`src/rtl/mux81_scan_pkg.sv`:
```
// mux81_scan_pkg: shared state encoding and channel geometry for the mux81 scan sequencer
package mux81_scan_pkg;
    localparam int NUM_CH = 8;
    localparam int SEL_W  = 3;
    typedef enum logic [1:0] {
        IDLE    = 2'd0,
        SETTLE  = 2'd1,
        CAPTURE = 2'd2,
        DONE    = 2'd3
    } state_t;
endpackage

```
`src/rtl/mux81_scan_ctrl_if.sv`:
```
// mux81_scan_ctrl_if: scan request, mux select/data and result bus between sequencer and its user
interface mux81_scan_ctrl_if;
    import mux81_scan_pkg::*;
    logic              start;
    logic [NUM_CH-1:0] mask;
    logic              o_in;
    logic              s2;
    logic              s1;
    logic              s0;
    logic              busy;
    logic              done;
    logic [NUM_CH-1:0] sample;
    logic              parity;
    modport master (output start, mask, o_in, input s2, s1, s0, busy, done, sample, parity);
    modport slave  (input start, mask, o_in, output s2, s1, s0, busy, done, sample, parity);
endinterface

```
`src/rtl/mux81_next_ch.sv`:
```
// mux81_next_ch: lowest enabled channel in mask_q, either overall or strictly above cur
module mux81_next_ch
    import mux81_scan_pkg::*;
(
    input  logic [NUM_CH-1:0] mask_q,
    input  logic [SEL_W-1:0]  cur,
    input  logic              from_start,
    output logic [SEL_W-1:0]  nxt,
    output logic              vld
);
    // descending walk so the lowest qualifying channel is the last one written
    always_comb begin
        nxt = '0;
        vld = 1'b0;
        for (int i = NUM_CH - 1; i >= 0; i--) begin
            if (mask_q[i] && (from_start || SEL_W'(i) > cur)) begin
                nxt = SEL_W'(i);
                vld = 1'b1;
            end
        end
    end
endmodule

```
`src/rtl/mux81_scan_ctrl.sv`:
```
// mux81_scan_ctrl: steps mux81 selects over masked channels, dwells, captures o, reports the word
// Optional parity output enabled by defining MUX81_SCAN_PARITY_EN.
module mux81_scan_ctrl
    import mux81_scan_pkg::*;
#(
    parameter int DWELL = 4,
    parameter int CNT_W = 8
) (
    input  logic                clk,
    input  logic                rst_n,
    mux81_scan_ctrl_if.slave    bus
);
    localparam logic [CNT_W-1:0] DWELL_M1 = CNT_W'(DWELL - 1);

    state_t            state_q, state_d;
    logic [SEL_W-1:0]  ch_q, ch_d;
    logic [CNT_W-1:0]  cnt_q, cnt_d;
    logic [NUM_CH-1:0] mask_q, mask_d;
    logic [NUM_CH-1:0] shadow_q, shadow_d;
    logic [NUM_CH-1:0] sample_q, sample_d;
    logic              busy_q, busy_d;
    logic              done_q, done_d;
    logic [SEL_W-1:0]  nxt_ch;
    logic              nxt_vld;
    logic              idle;

    assign idle = (state_q == IDLE);

    // in IDLE the search runs on the live mask so the first channel is known at the start edge
    mux81_next_ch u_next (
        .mask_q     (idle ? bus.mask : mask_q),
        .cur        (ch_q),
        .from_start (idle),
        .nxt        (nxt_ch),
        .vld        (nxt_vld)
    );

    // next-state: sequencing, capture into shadow, and result publish on DONE entry
    always_comb begin
        state_d  = state_q;
        ch_d     = ch_q;
        cnt_d    = cnt_q;
        mask_d   = mask_q;
        shadow_d = shadow_q;
        sample_d = sample_q;
        case (state_q)
            IDLE: begin
                if (bus.start) begin
                    mask_d   = bus.mask;
                    shadow_d = '0;
                    if (nxt_vld) begin
                        ch_d    = nxt_ch;
                        cnt_d   = DWELL_M1;
                        state_d = SETTLE;
                    end else begin
                        state_d = DONE;
                    end
                end
            end
            SETTLE: begin
                if (cnt_q == '0) state_d = CAPTURE;
                else cnt_d = cnt_q - CNT_W'(1);
            end
            CAPTURE: begin
                shadow_d[ch_q] = bus.o_in;
                if (nxt_vld) begin
                    ch_d    = nxt_ch;
                    cnt_d   = DWELL_M1;
                    state_d = SETTLE;
                end else begin
                    ch_d    = '0;
                    state_d = DONE;
                end
            end
            default: state_d = IDLE;
        endcase
        if (state_d == DONE) sample_d = shadow_d;
        busy_d = (state_d == SETTLE) || (state_d == CAPTURE);
        done_d = (state_d == DONE);
    end

    // state and registered outputs
    always_ff @(posedge clk or negedge rst_n) begin
        if (!rst_n) begin
            state_q  <= IDLE;
            ch_q     <= '0;
            cnt_q    <= '0;
            mask_q   <= '0;
            shadow_q <= '0;
            sample_q <= '0;
            busy_q   <= 1'b0;
            done_q   <= 1'b0;
        end else begin
            state_q  <= state_d;
            ch_q     <= ch_d;
            cnt_q    <= cnt_d;
            mask_q   <= mask_d;
            shadow_q <= shadow_d;
            sample_q <= sample_d;
            busy_q   <= busy_d;
            done_q   <= done_d;
        end
    end

`ifdef MUX81_SCAN_PARITY_EN
    logic parity_q, parity_d;
    assign parity_d = (state_d == DONE) ? ^shadow_d : parity_q;
    // parity registered alongside sample
    always_ff @(posedge clk or negedge rst_n) begin
        if (!rst_n) parity_q <= 1'b0;
        else parity_q <= parity_d;
    end
    assign bus.parity = parity_q;
`else
    assign bus.parity = 1'b0;
`endif

    assign {bus.s2, bus.s1, bus.s0} = ch_q;
    assign bus.busy   = busy_q;
    assign bus.done   = done_q;
    assign bus.sample = sample_q;
endmodule

```
`src/flat_wrapper.sv`:
```
// flat-port wrapper written by rule: the top's interface ports become plain ports
module mux81_scan_ctrl_flat import mux81_scan_pkg::*;
#(
    parameter int DWELL = 4,
    parameter int CNT_W = 8
)
  (clk, rst_n, bus_start, bus_mask, bus_o_in, bus_s2, bus_s1, bus_s0, bus_busy, bus_done, bus_sample, bus_parity);
  mux81_scan_ctrl_if bus_i ();
  input  logic clk;
  input  logic rst_n;
  input wire logic [$bits(bus_i.start)-1:0] bus_start;
  input wire logic [$bits(bus_i.mask)-1:0] bus_mask;
  input wire logic [$bits(bus_i.o_in)-1:0] bus_o_in;
  output wire logic [$bits(bus_i.s2)-1:0] bus_s2;
  output wire logic [$bits(bus_i.s1)-1:0] bus_s1;
  output wire logic [$bits(bus_i.s0)-1:0] bus_s0;
  output wire logic [$bits(bus_i.busy)-1:0] bus_busy;
  output wire logic [$bits(bus_i.done)-1:0] bus_done;
  output wire logic [$bits(bus_i.sample)-1:0] bus_sample;
  output wire logic [$bits(bus_i.parity)-1:0] bus_parity;
  assign bus_i.start = bus_start;
  assign bus_i.mask = bus_mask;
  assign bus_i.o_in = bus_o_in;
  assign bus_s2 = bus_i.s2;
  assign bus_s1 = bus_i.s1;
  assign bus_s0 = bus_i.s0;
  assign bus_busy = bus_i.busy;
  assign bus_done = bus_i.done;
  assign bus_sample = bus_i.sample;
  assign bus_parity = bus_i.parity;
  mux81_scan_ctrl #(.DWELL(DWELL), .CNT_W(CNT_W)) u_core (.clk(clk), .rst_n(rst_n), .bus(bus_i));
endmodule
```
`config.mk`:
```
export PLATFORM = sky130hd
export DESIGN_NAME = mux81_scan_ctrl_flat
export DESIGN_NICKNAME = d
export VERILOG_FILES = /design/src/rtl/mux81_scan_pkg.sv /design/src/rtl/mux81_scan_ctrl_if.sv /design/src/rtl/mux81_next_ch.sv /design/src/rtl/mux81_scan_ctrl.sv /design/src/flat_wrapper.sv
export SDC_FILE = /design/constraint.sdc
export NUM_CORES = 1
export LEC_CHECK = 0
export BUFFER_PORTS_ARGS = -buffer_cell sky130_fd_sc_hd__buf_2
export CORE_MARGIN = 2
export CORE_UTILIZATION = 61
export DETAILED_ROUTE_END_ITERATION = 16
export PLACE_DENSITY = 0.84
export SLEW_MARGIN = 20
export SYNTH_ARGS = -nofsm -noshare
export SYNTH_HDL_FRONTEND = slang
export SYNTH_SLANG_ARGS = --single-unit
```
`constraint.sdc`:
```
create_clock -name clk -period 7.8 [get_ports clk]
set_input_delay 0 -clock clk [delete_from_list [all_inputs] [get_ports clk]]
set_output_delay 0 -clock clk [all_outputs]
set_load 0.01 [all_outputs]
```
## Word level (Yosys, flattened, before mapping)

Cells that the tools add are included.

| word-level totals | value |
|---|---|
| register bits | 39 |
| input bits | 12 |
| output and inout bits | 14 |
| word-level logic and storage cells | 86 |

| cells by class | value |
|---|---|
| $add $sub $neg | 1 |
| $lt $le $gt $ge | 10 |
| equal/unequal tests | 8 |
| muxes and demuxes | 34 |
| reductions and logical operators | 25 |

Operators with widths:

| cell | count |
|---|---|
| 8-bit 2-to-1 mux | 5 |
| 3-bit 2-to-1 mux | 11 |
| 8-bit one-hot mux with 3 select lines | 1 |
| 8-bit one-hot mux with 2 select lines | 1 |
| 3-bit > comparator (first input constant) | 4 |
| 1-bit logical AND | 9 |
| 1-bit logical OR | 9 |
| 1-bit 2-to-1 mux | 9 |
| 8-bit bitwise mux | 1 |
| 8-bit logical NOT | 1 |
| 8-bit by 1-bit subtractor with 8-bit output (second input constant) | 1 |
| 2-bit equality test (second input constant) | 3 |
| 1-bit by 3-bit > comparator with 1-bit output (first input constant) | 2 |
| 2-bit by 3-bit > comparator with 1-bit output (first input constant) | 2 |
| 2-bit 2-to-1 mux | 3 |
| 2-bit one-hot mux with 3 select lines | 1 |
| 3-bit one-hot mux with 2 select lines | 1 |
| 3-bit AND reduction | 2 |
| 2-bit by 1-bit equality test with 1-bit output (second input constant) | 2 |
| 3-bit by 4-bit less-than comparator with 1-bit output (second input constant) | 1 |
| 2-bit != test (second input constant) | 2 |
| 1-bit demux with 3-bit select | 1 |
| 3-bit by 1-bit >= comparator with 1-bit output (second input constant) | 1 |
| 3-bit nonzero test | 1 |
| 4 further kinds | 4 |

## Depth between registers and ports, before layout

Gate-level depths: netlist of the first run.

| logic depth | value |
|---|---|
| depth in word-level cells | 16 |
| gate-level depth with buffers | 11 |
| mapped depth without buffers | 8 |

## Cells and area by module

From an unflattened synthesis of the first run, not the netlist that was laid out.

| unflattened totals | value |
|---|---|
| cells, all modules | 202 |
| area, all modules | 2117.0 um^2 |

By module, submodules not included:

| module | instances | cells an instance | area an instance (um^2) |
|---|---|---|---|
| mux81_scan_ctrl | 1 | 165 | 1880.6 |
| mux81_next_ch | 1 | 37 | 236.5 |

## Worst setup path before layout of the first run

No wires, ideal clock.

| path | value |
|---|---|
| kind | register -> register |
| start point | register u_core.cnt_q[3] |
| end point | register u_core.sample_q[0], in the netlist u_core.bus.sample[0] |
| arrival | 2.374 ns |
| path slack | 5.302 ns |
| stages on the path, launching flop included | 8 |
| path through | dfrtp_1 > or4_1 > o31a_1 > buf_2 > or2_2 > ha_1 > buf_1 > mux2_2 |

| on the way | value |
|---|---|
| word-level cells in the longest chain between the ends | 4 |

RTL lines:

| element | line | text |
|---|---|---|
| from (decl) | mux81_scan_ctrl.sv:17 | `logic [CNT_W-1:0] cnt_q, cnt_d;` |
| from (signal assigned) | mux81_scan_ctrl.sv:96 | `cnt_q <= cnt_d;` |
| 8-bit logical NOT | mux81_scan_ctrl.sv:61 | `if (cnt_q == '0) state_d = CAPTURE;` |
| 2-bit 2-to-1 mux | mux81_scan_ctrl.sv:61 |  |
| 2-bit one-hot mux with 3 select lines | mux81_scan_ctrl.sv:46 | `case (state_q)` |
| via u_core.state_d[0] | mux81_scan_ctrl.sv:15 | `state_t state_q, state_d;` |
| 2-bit equality test | mux81_scan_ctrl.sv:77 | `if (state_d == DONE) sample_d = shadow_d;` |
| to (signal assigned) | mux81_scan_ctrl.sv:99 | `sample_q <= sample_d;` |
| to (decl) | mux81_scan_ctrl.sv:20 | `logic [NUM_CH-1:0] sample_q, sample_d;` |

The timed path passes the listed nets, and every way through them passes these cells.
A chain may end at the register's enable or synchronous reset.

## Worst setup path after layout of the first run

| path | value |
|---|---|
| start point | register u_core.ch_q[0] |
| end point | register u_core.sample_q[2], in the netlist u_core.bus.sample[2] |

| on the way | value |
|---|---|
| word-level cells in the longest chain between the ends | 15 |
| elaborated cells on any way between the ends | 43 |
| those cells by class | 10 x order compare; 1 x eq/ne; 15 x mux; 17 x reduce/logical |

RTL lines:

| element | line | text |
|---|---|---|
| from (decl) | mux81_scan_ctrl.sv:16 | `logic [SEL_W-1:0] ch_q, ch_d;` |
| from (signal assigned) | mux81_scan_ctrl.sv:95 | `ch_q <= ch_d;` |
| 3-bit > comparator | mux81_next_ch.sv:16 | `if (mask_q[i] && (from_start \|\| SEL_W'(i) > cur)) begin` |
| 1-bit logical OR | mux81_next_ch.sv:16 |  |
| 1-bit logical AND | mux81_next_ch.sv:16 |  |
| 1-bit 2-to-1 mux (7 in series) | mux81_next_ch.sv:16 |  |
| 1-bit 2-to-1 mux (*) | mux81_next_ch.sv:16 |  |
| 2-bit 2-to-1 mux (*) | mux81_scan_ctrl.sv:51, mux81_scan_ctrl.sv:66 |  |
| 2-bit 2-to-1 mux | mux81_scan_ctrl.sv:48 | `if (bus.start) begin` |
| 2-bit one-hot mux with 3 select lines (*) | mux81_scan_ctrl.sv:46 |  |
| via u_core.state_d[1] | mux81_scan_ctrl.sv:15 |  |
| 2-bit equality test (*) | mux81_scan_ctrl.sv:77 |  |

The timed path passes the listed nets; every way through them passes the cells marked *.

==> metrics, run 1 <==
grt met3 use=~7%; final worst path period share=around 34%; std cell rows=20; data required time at the worst endpoint=around 8.0 ns; origin of the worst setup path=u_core.ch_q[0]; Hold Startpoint=bus_mask[0]; register-to-register setup slack=about 5.2 ns; number of warnings reported in the yosys synthesis log=0; largest clock skew in the final design=0.0145 ns; setup violators final=0; deepest clock path buffer count=2; number of fill cells=approximately 240; Synth Area in Adders=between 1.5 and 2%; sequential area share after synthesis=between 40% and 50%; pin count of the biggest net entering global routing=39; number of max-cap violations=0; number of hold-slack violations in the final timing report=0; count of instances resized after the clock tree is built=0; async set-or-reset flop fraction in the synthesized netlist=100%; number of design rule violations left after detail routing=0; synthesized net count=203; net count of the finished layout=around 230; total track usage=a little over a quarter; first-pass GRT wire length=between 7000 and 8000 um; average wire per standard cell=about 16 um; buffer type at the clock tree root=clkbuf_4; Max Transition Viols Final=0; prevailing post-synth register cell=dfrtp_1; library cell with the highest instance count after synthesis=dfrtp_1; portion of synthesized cell area occupied by the leading cell type=just under 50%; GP Congestion=0.873; EDFF count, synth=0; met2 global-route usage=a little under half; die height=about 61 um; met1 Track Usage GR=approximately 32%; dominant combinational cell family by area after synthesis=compound AO/OA/AOI/OAI gates; H-tree levels=2; first-pass iteration count of the detailed router=4; floorplan die width=just over 60 um; worst hold path cell count=3; total power divided by cell area=354 nW/um^2; headroom to the max-slew limit=between 40 and 50%; biggest area consumer among synthesized cells=dfrtp_1; clock latency at the later pin of the worst-skew pair=0.35 ns; total power draw=slightly below 800 uW; number of buffers inserted to repair setup after CTS=0; overflow left after global routing=0; simple-gate share of the synthesized area=roughly 17%; clock tree from TritonCTS=done; number of diodes=0; number of placed I/O pins=26; number of cell instances on the worst register-to-register path=7; clock sink count=38; class of the most critical setup path=reg -> reg; PortBufs=24; largest fanout on the critical path=15; CP arrival=2.87 ns; CORE AREA=around 3100 um^2; fraction of layout instances using a drive strength above 1=22.6%; leakage power=about 0.0010 uW; class of the tightest hold or removal check=in -> reg; area of the mapped netlist=between 1500 and 2000 um^2; run status=finished, final reports clean; area delta synth->final=13.2%; worst reg2reg path endpoint=u_core.bus.sample[2]; clock input transition at the sequential cells of the worst setup and hold paths=~0.12 ns; Vias=between 1500 and 2000; per-cell via count in the routed design=about 6.2; unrepaired setup endpoints after global routing=no; Hold EP=u_core.ch_q[1]; element type at the critical path end=flip-flop; top area cells in the synthesized netlist=dfrtp_1 (48%), mux2_2 (6.3%), nor2_1 (3.4%), nand2_1 (3.1%), a22o_1 (2.7%); minimum clock period after layout=2.64 ns; worst-case vdd ir drop=approximately 0.16 mV; detailed router's first-iteration violation count=between 150 and 200; number of hold buffers added after cts=8; DIE AREA=around 3700 um^2; mean instance size in the synthesized netlist=approximately 10 um^2; antenna viol nets, final=0; Compound-Gate Fraction of Synth Area=18.0%; Worst-Margin Slew=0.816 ns; gr busiest metal=met2; startpoint of the most critical register-to-register path=u_core.ch_q[0]; total CTS buffers=5; number of cells produced by synthesis=~190; synthesized-area fraction occupied by xor and xnor cells=around 2.7%; flop and latch count out of synthesis=38; multiplexer share of the synthesized area=6.82%; top cell types by occurrence after synthesis=dfrtp_1 (38), nor2_1 (18), nand2_1 (16); maximum operating frequency=roughly 380 MHz; final HPWL from detailed placement=approximately 3000 um; total negative setup slack=0 ns; number of antenna violations at the first check in global routing=0; Worst setup SP type=flip-flop; number of global-route vias before repair=approximately 1600; total wire length after detailed routing=about 4200 um; Starting Density=64.3%; number of library cell types mapped by synthesis=between 40 and 50
-- metal layers --
metal | wire length [um] | up-vias
li1 | - | 745
met1 | 1730 | 791
met2 | 2130 | 71
met3 | 313 | 10
met4 | 68 | 0
met5 | 0 | -
-- logic make-up after synthesis --
group / count (synthesis)
DFF: 38
AOI/OAI and AO/OA: 46
other: 1
buffers and inverters: 14
xor gates and xnor gates: 6
and+or+nand+nor: 68
adders and majority gates: 3
muxes: 12
-- layout make-up --
| type | instances | area [um^2] | share of cell area (%) |
|---|---|---|---|
| sequential | 38 | 951 | 42.8 |
| multi-input combinational | 136 | 925 | 41.6 |
| timing repair buffer | 32 | 200 | 9.01 |
| clock buffer | 8 | 78.8 | 3.55 |
| tap | 44 | 55.1 | 2.48 |
| inverter | 3 | 11.3 | 0.507 |
-- sequential cells by signal, summed over array words and instances (netlist names) --
register,cells
u_core.bus.sample,8
u_core.state_q,2
u_core.ch_q,3
u_core.mask_q,7
u_core.bus.done,1
u_core.shadow_q,8
u_core.bus.busy,1
u_core.cnt_q,8
-- layout by cell type (no fill, tap or decap), types with 4 or more instances in the layout --
cell type / synthesis / routed
dfrtp_1: 38 / 38
buf_2: 3 / 24
nor2_1: 18 / 18
nand2_1: 16 / 16
mux2_2: 11 / 11
dlygate4sd3_1: 0 / 8
o21ai_0: 7 / 7
a22o_1: 6 / 6
nor2b_1: 5 / 5
nand3_1: 5 / 5
a32o_1: 5 / 5
xor2_1: 5 / 5
clkbuf_4: 0 / 5
nor3_1: 4 / 4
a31oi_1: 4 / 4
nor3b_1: 4 / 4
a21oi_1: 4 / 4
-- metrics by stage --
stage	utilization, %	cells	hold WS [ns]	worst slack [ns]	instance area (um^2)
3_5_place_dp	67.5	245	0.149	5.22	2060
4_1_cts	72.7	261	0.00720	5.20	2220
3_3_place_gp	67.5	245	0.121	5.30	2060
6_report	72.7	261	0.0146	5.16	2220
5_1_grt	72.7	261	0.0272	4.97	2220
2_1_floorplan	-	188	-0.296	5.30	1960
-- worst max-delay path by stage --
stage | endpoint | depth (start not counted)
floorplan | u_core.bus.sample[0] | 7
global placement | u_core.bus.sample[1] | 7
detailed placement | u_core.bus.sample[2] | 7
CTS | u_core.bus.sample[2] | 7
global route | u_core.bus.sample[3] | 7
finish | u_core.bus.sample[2] | 7
-- power breakdown --
group / switching [uW] / leakage [uW] / total, uW / internal [uW]
Combinational: 181 / 0.000497 / 333 / 151
Clock: 64.1 / 0.0000446 / 126 / 61.6
Sequential: 71.7 / 0.000490 / 327 / 255
-- worst max-delay path: stages, from the launching register on --
cell and delay, ns:
dfrtp_1 0.66, o21ai_0 0.23, a31oi_2 0.25, nand4_1 0.23, nor2_1 0.16, a22o_1 0.18, ha_1 0.42, mux2_2 0.38
Power figures use the tool's default switching activity.
==> inputs of run 2 (changes only) <==
- ABC_AREA: not set -> 1
- CORE_UTILIZATION: 61 -> 52
- PLACE_DENSITY: 0.84 -> 0.76
- clock period: 7.8 -> 2.4 ns (I/O delays scaled with it)
==> run 2 against run 1 <==
Compared with the run above: critical path depth up 5; critical path type unchanged; global-route usage down 6.0 points; routed wire length down 4.9%; clock skew down 0.0012 ns; clock power rose to 4.3 times the previous value; setup slack worse by 5.0 ns.
==> metrics, run 2 <==
CP arrival=roughly 2.4 ns; element type at the critical path end=flip-flop; run status=finished, final reports clean; CORE AREA=3740 um^2; maximum operating frequency=~450 MHz; total wire length after detailed routing=4030 um; clock sink count=38; post-placement setup slack=approximately 0.096 ns; sequential cell area=around 950 um^2; sw frac=approximately 44%; headroom to the max-slew limit=45.1%; share of power burned in combinational logic=48.8%; mean instance size in the synthesized netlist=8.27 um^2; Util after Layout=between 60% and 70%; per-cell via count in the routed design=between 5 and 6; number of placed I/O pins=26; portion of synthesized cell area occupied by the leading cell type=a little under half; final worst path period share=approximately 90%; number of warnings reported in the yosys synthesis log=0; minimum clock period after layout=approximately 2.2 ns; largest fanout on the critical path=11; register share of total power=33.5%; floorplan die width=around 67 um; worst-case vdd ir drop=0.643 mV; flop and latch count out of synthesis=38; average wire per standard cell=between 10 and 15 um; first-pass GRT wire length=a little under 7000 um; internal power=about 1700 uW; unrepaired setup endpoints after global routing=no; Worst-Margin Slew=0.823 ns; clock tree from TritonCTS=done; sequential area share after synthesis=45.8%; clock latency at the later pin of the worst-skew pair=0.30 ns; library cell with the highest instance count after synthesis=nand2_1; Placement Cell Area=~2200 um^2; area of the mapped netlist=about 2100 um^2; Worst setup SP type=flip-flop; buffer type at the clock tree root=clkbuf_8; class of the most critical setup path=reg -> reg; first-pass iteration count of the detailed router=5; Max Transition Viols Final=0; top cell types by occurrence after synthesis=nand2_1 (77), dfrtp_1 (38), o21ai_0 (22); number of global-route vias before repair=1560; clock input transition at the sequential cells of the worst setup and hold paths=0.08 ns; crit-path max cell delay=0.52 ns; number of fill cells=around 330; most common cell after layout, fill and taps aside=nand2_1; number of cells produced by synthesis=251; Vias=around 1700; total track usage=roughly a fifth; PortBufs=24; setup violators final=0; slack of the critical path=0.182 ns; power dissipated by switching net loads=1370 uW; overflow left after global routing=0; Slowest cell on crit path=dfrtp_1; data required time at the worst endpoint=2.56 ns; multi-input gate area in the final layout=about 1000 um^2; number of library cell types mapped by synthesis=43; top area cells in the synthesized netlist=dfrtp_1 (46%), nand2_1 (14%), o21ai_0 (5.3%), inv_1 (3.1%), nor2_1 (2.9%); antenna viol nets, final=0; class of the tightest hold or removal check=in -> reg; DIE AREA=between 4000 and 5000 um^2; total CTS buffers=5; GP Congestion=roughly 0.8; detailed router's first-iteration violation count=between 150 and 200; final HPWL from detailed placement=~2900 um; async set-or-reset flop fraction in the synthesized netlist=100%; number of design rule violations left after detail routing=0; total negative setup slack=0 ns; deepest clock path buffer count=2; Starting Density=around 55%; biggest area consumer among synthesized cells=dfrtp_1; clock network fraction of design power=17.6%; EDFF count, synth=0; H-tree levels=2; number of max-cap violations=0; prevailing post-synth register cell=dfrtp_1; number of diodes=0; area delta synth->final=16.3%; library cell appearing most often on the critical path=nand2_1; total power divided by cell area=1270 nW/um^2; leakage power=about 0.0013 uW; number of hold-slack violations in the final timing report=0; synthesized net count=approximately 270; largest clock skew in the final design=between 0.01 and 0.015 ns; number of antenna violations at the first check in global routing=0; die height=between 60 and 70 um; fraction of layout instances using a drive strength above 1=around 24%; net count of the finished layout=299; most frequent cells in the layout=nand2_1 (77), dfrtp_1 (37), buf_2 (24); worst path cell trace=inv_1 -> nand2_1 -> nand3_1 -> nand2_1 -> nand2_2 -> nor2_8 -> nand3_1 -> o211ai_1 -> ha_1 -> inv_1 -> nand2_1 -> o21ai_0; final cell area excluding filler cells=approximately 2400 um^2; std cell rows=22; pin count of the biggest net entering global routing=39
[run 2: cell types whose count changed in the layout (fill, tap and decap cells not counted), sizes merged, moves of 6 or more]
cell,before,now
nand3,5,11
inv,3,21
mux2,11,2
a22o,6,0
o21ai,7,30
a31oi,6,0
nand2,16,83
[run 2: final cells by class]
| type | count | share of cell area (%) |
|---|---|---|
| well taps | 48 | 2.49 |
| clock inverters | 3 | 1.87 |
| inverters | 22 | 3.42 |
| repair buffers | 33 | 8.39 |
| flip-flops and latches | 38 | 39.4 |
| multi-input cells | 184 | 41.6 |
| clock buffers | 5 | 2.85 |
[run 2: worst max-delay path, delay by kind of cell, from the launching register on]
kind | cells | cell delay (ns)
fa+ha+maj | 1 | 0.24
compound gates | 2 | 0.27
simple gates | 7 | 0.79
flops | 1 | 0.52
buf+inv | 2 | 0.27
[run 2: path summary, 6_finish.rpt]
path | end | from | slack (ns) | cells after the start
setup / recovery | u_core.bus.sample[1] | u_core.ch_q[1] | 0.18 | 12
hold reg to reg | u_core.bus.sample[3] | u_core.bus.sample[3] | 0.48 | 2
min in group asynchronous | u_core.bus.sample[2] | rst_n | 0.33 | 2
max in group asynchronous | u_core.ch_q[2] | rst_n | 1.48 | 2
hold / removal | u_core.mask_q[7] | bus_mask[7] | 0.01 | 3
setup reg to reg | u_core.bus.sample[1] | u_core.ch_q[1] | 0.18 | 12
[run 2: repair_timing]
action	4_1_cts	5_1_grt
endpoints found under the setup margin	0	8
resized for setup	0	3
buffers inserted	0	0
endpoints found under the hold margin	43	0
hold buffers	6	0
[run 2: cell families (layout without fill, tap and decap cells)]
group,after synthesis,count (layout),share of synthesized area (%)
muxes,3,3,1.57
AOI/OAI and AO/OA,42,42,12.5
other,1,1,0.181
xor gates and xnor gates,6,6,2.53
DFF,38,38,45.8
buffers and inverters,29,63,6.38
and+or+nand+nor,129,129,29.2
adders and majority gates,3,3,1.81
[run 2: power by group through the flow]
stage	Sequential, uW	Clock (uW)	Combinational (uW)
3_5_place_dp	1030	0	1480
5_1_grt	1060	578	1690
4_1_cts	1020	553	1490
6_report	1030	542	1500
3_3_place_gp	1030	0	1450
2_1_floorplan	1030	0	1210
[run 2: layer usage]
| layer | vias up | routed length, um | global-route usage [%] |
|---|---|---|---|
| li1 | 880 | - | - |
| met1 | 774 | 1990 | 29.1 |
| met2 | 48 | 1770 | 30.7 |
| met3 | 6 | 205 | 3.50 |
| met4 | 0 | 65 | 8.67 |
| met5 | - | 0 | 0 |
[run 2: stage by stage]
stage          hold WS [ns]  power (uW)  cells
2_1_floorplan        -0.296        2230    251
3_3_place_gp          0.144        2480    319
3_5_place_dp          0.148        2510    319
4_1_cts             0.00943        3070    333
5_1_grt              0.0354        3320    333
6_report            0.00982        3070    333
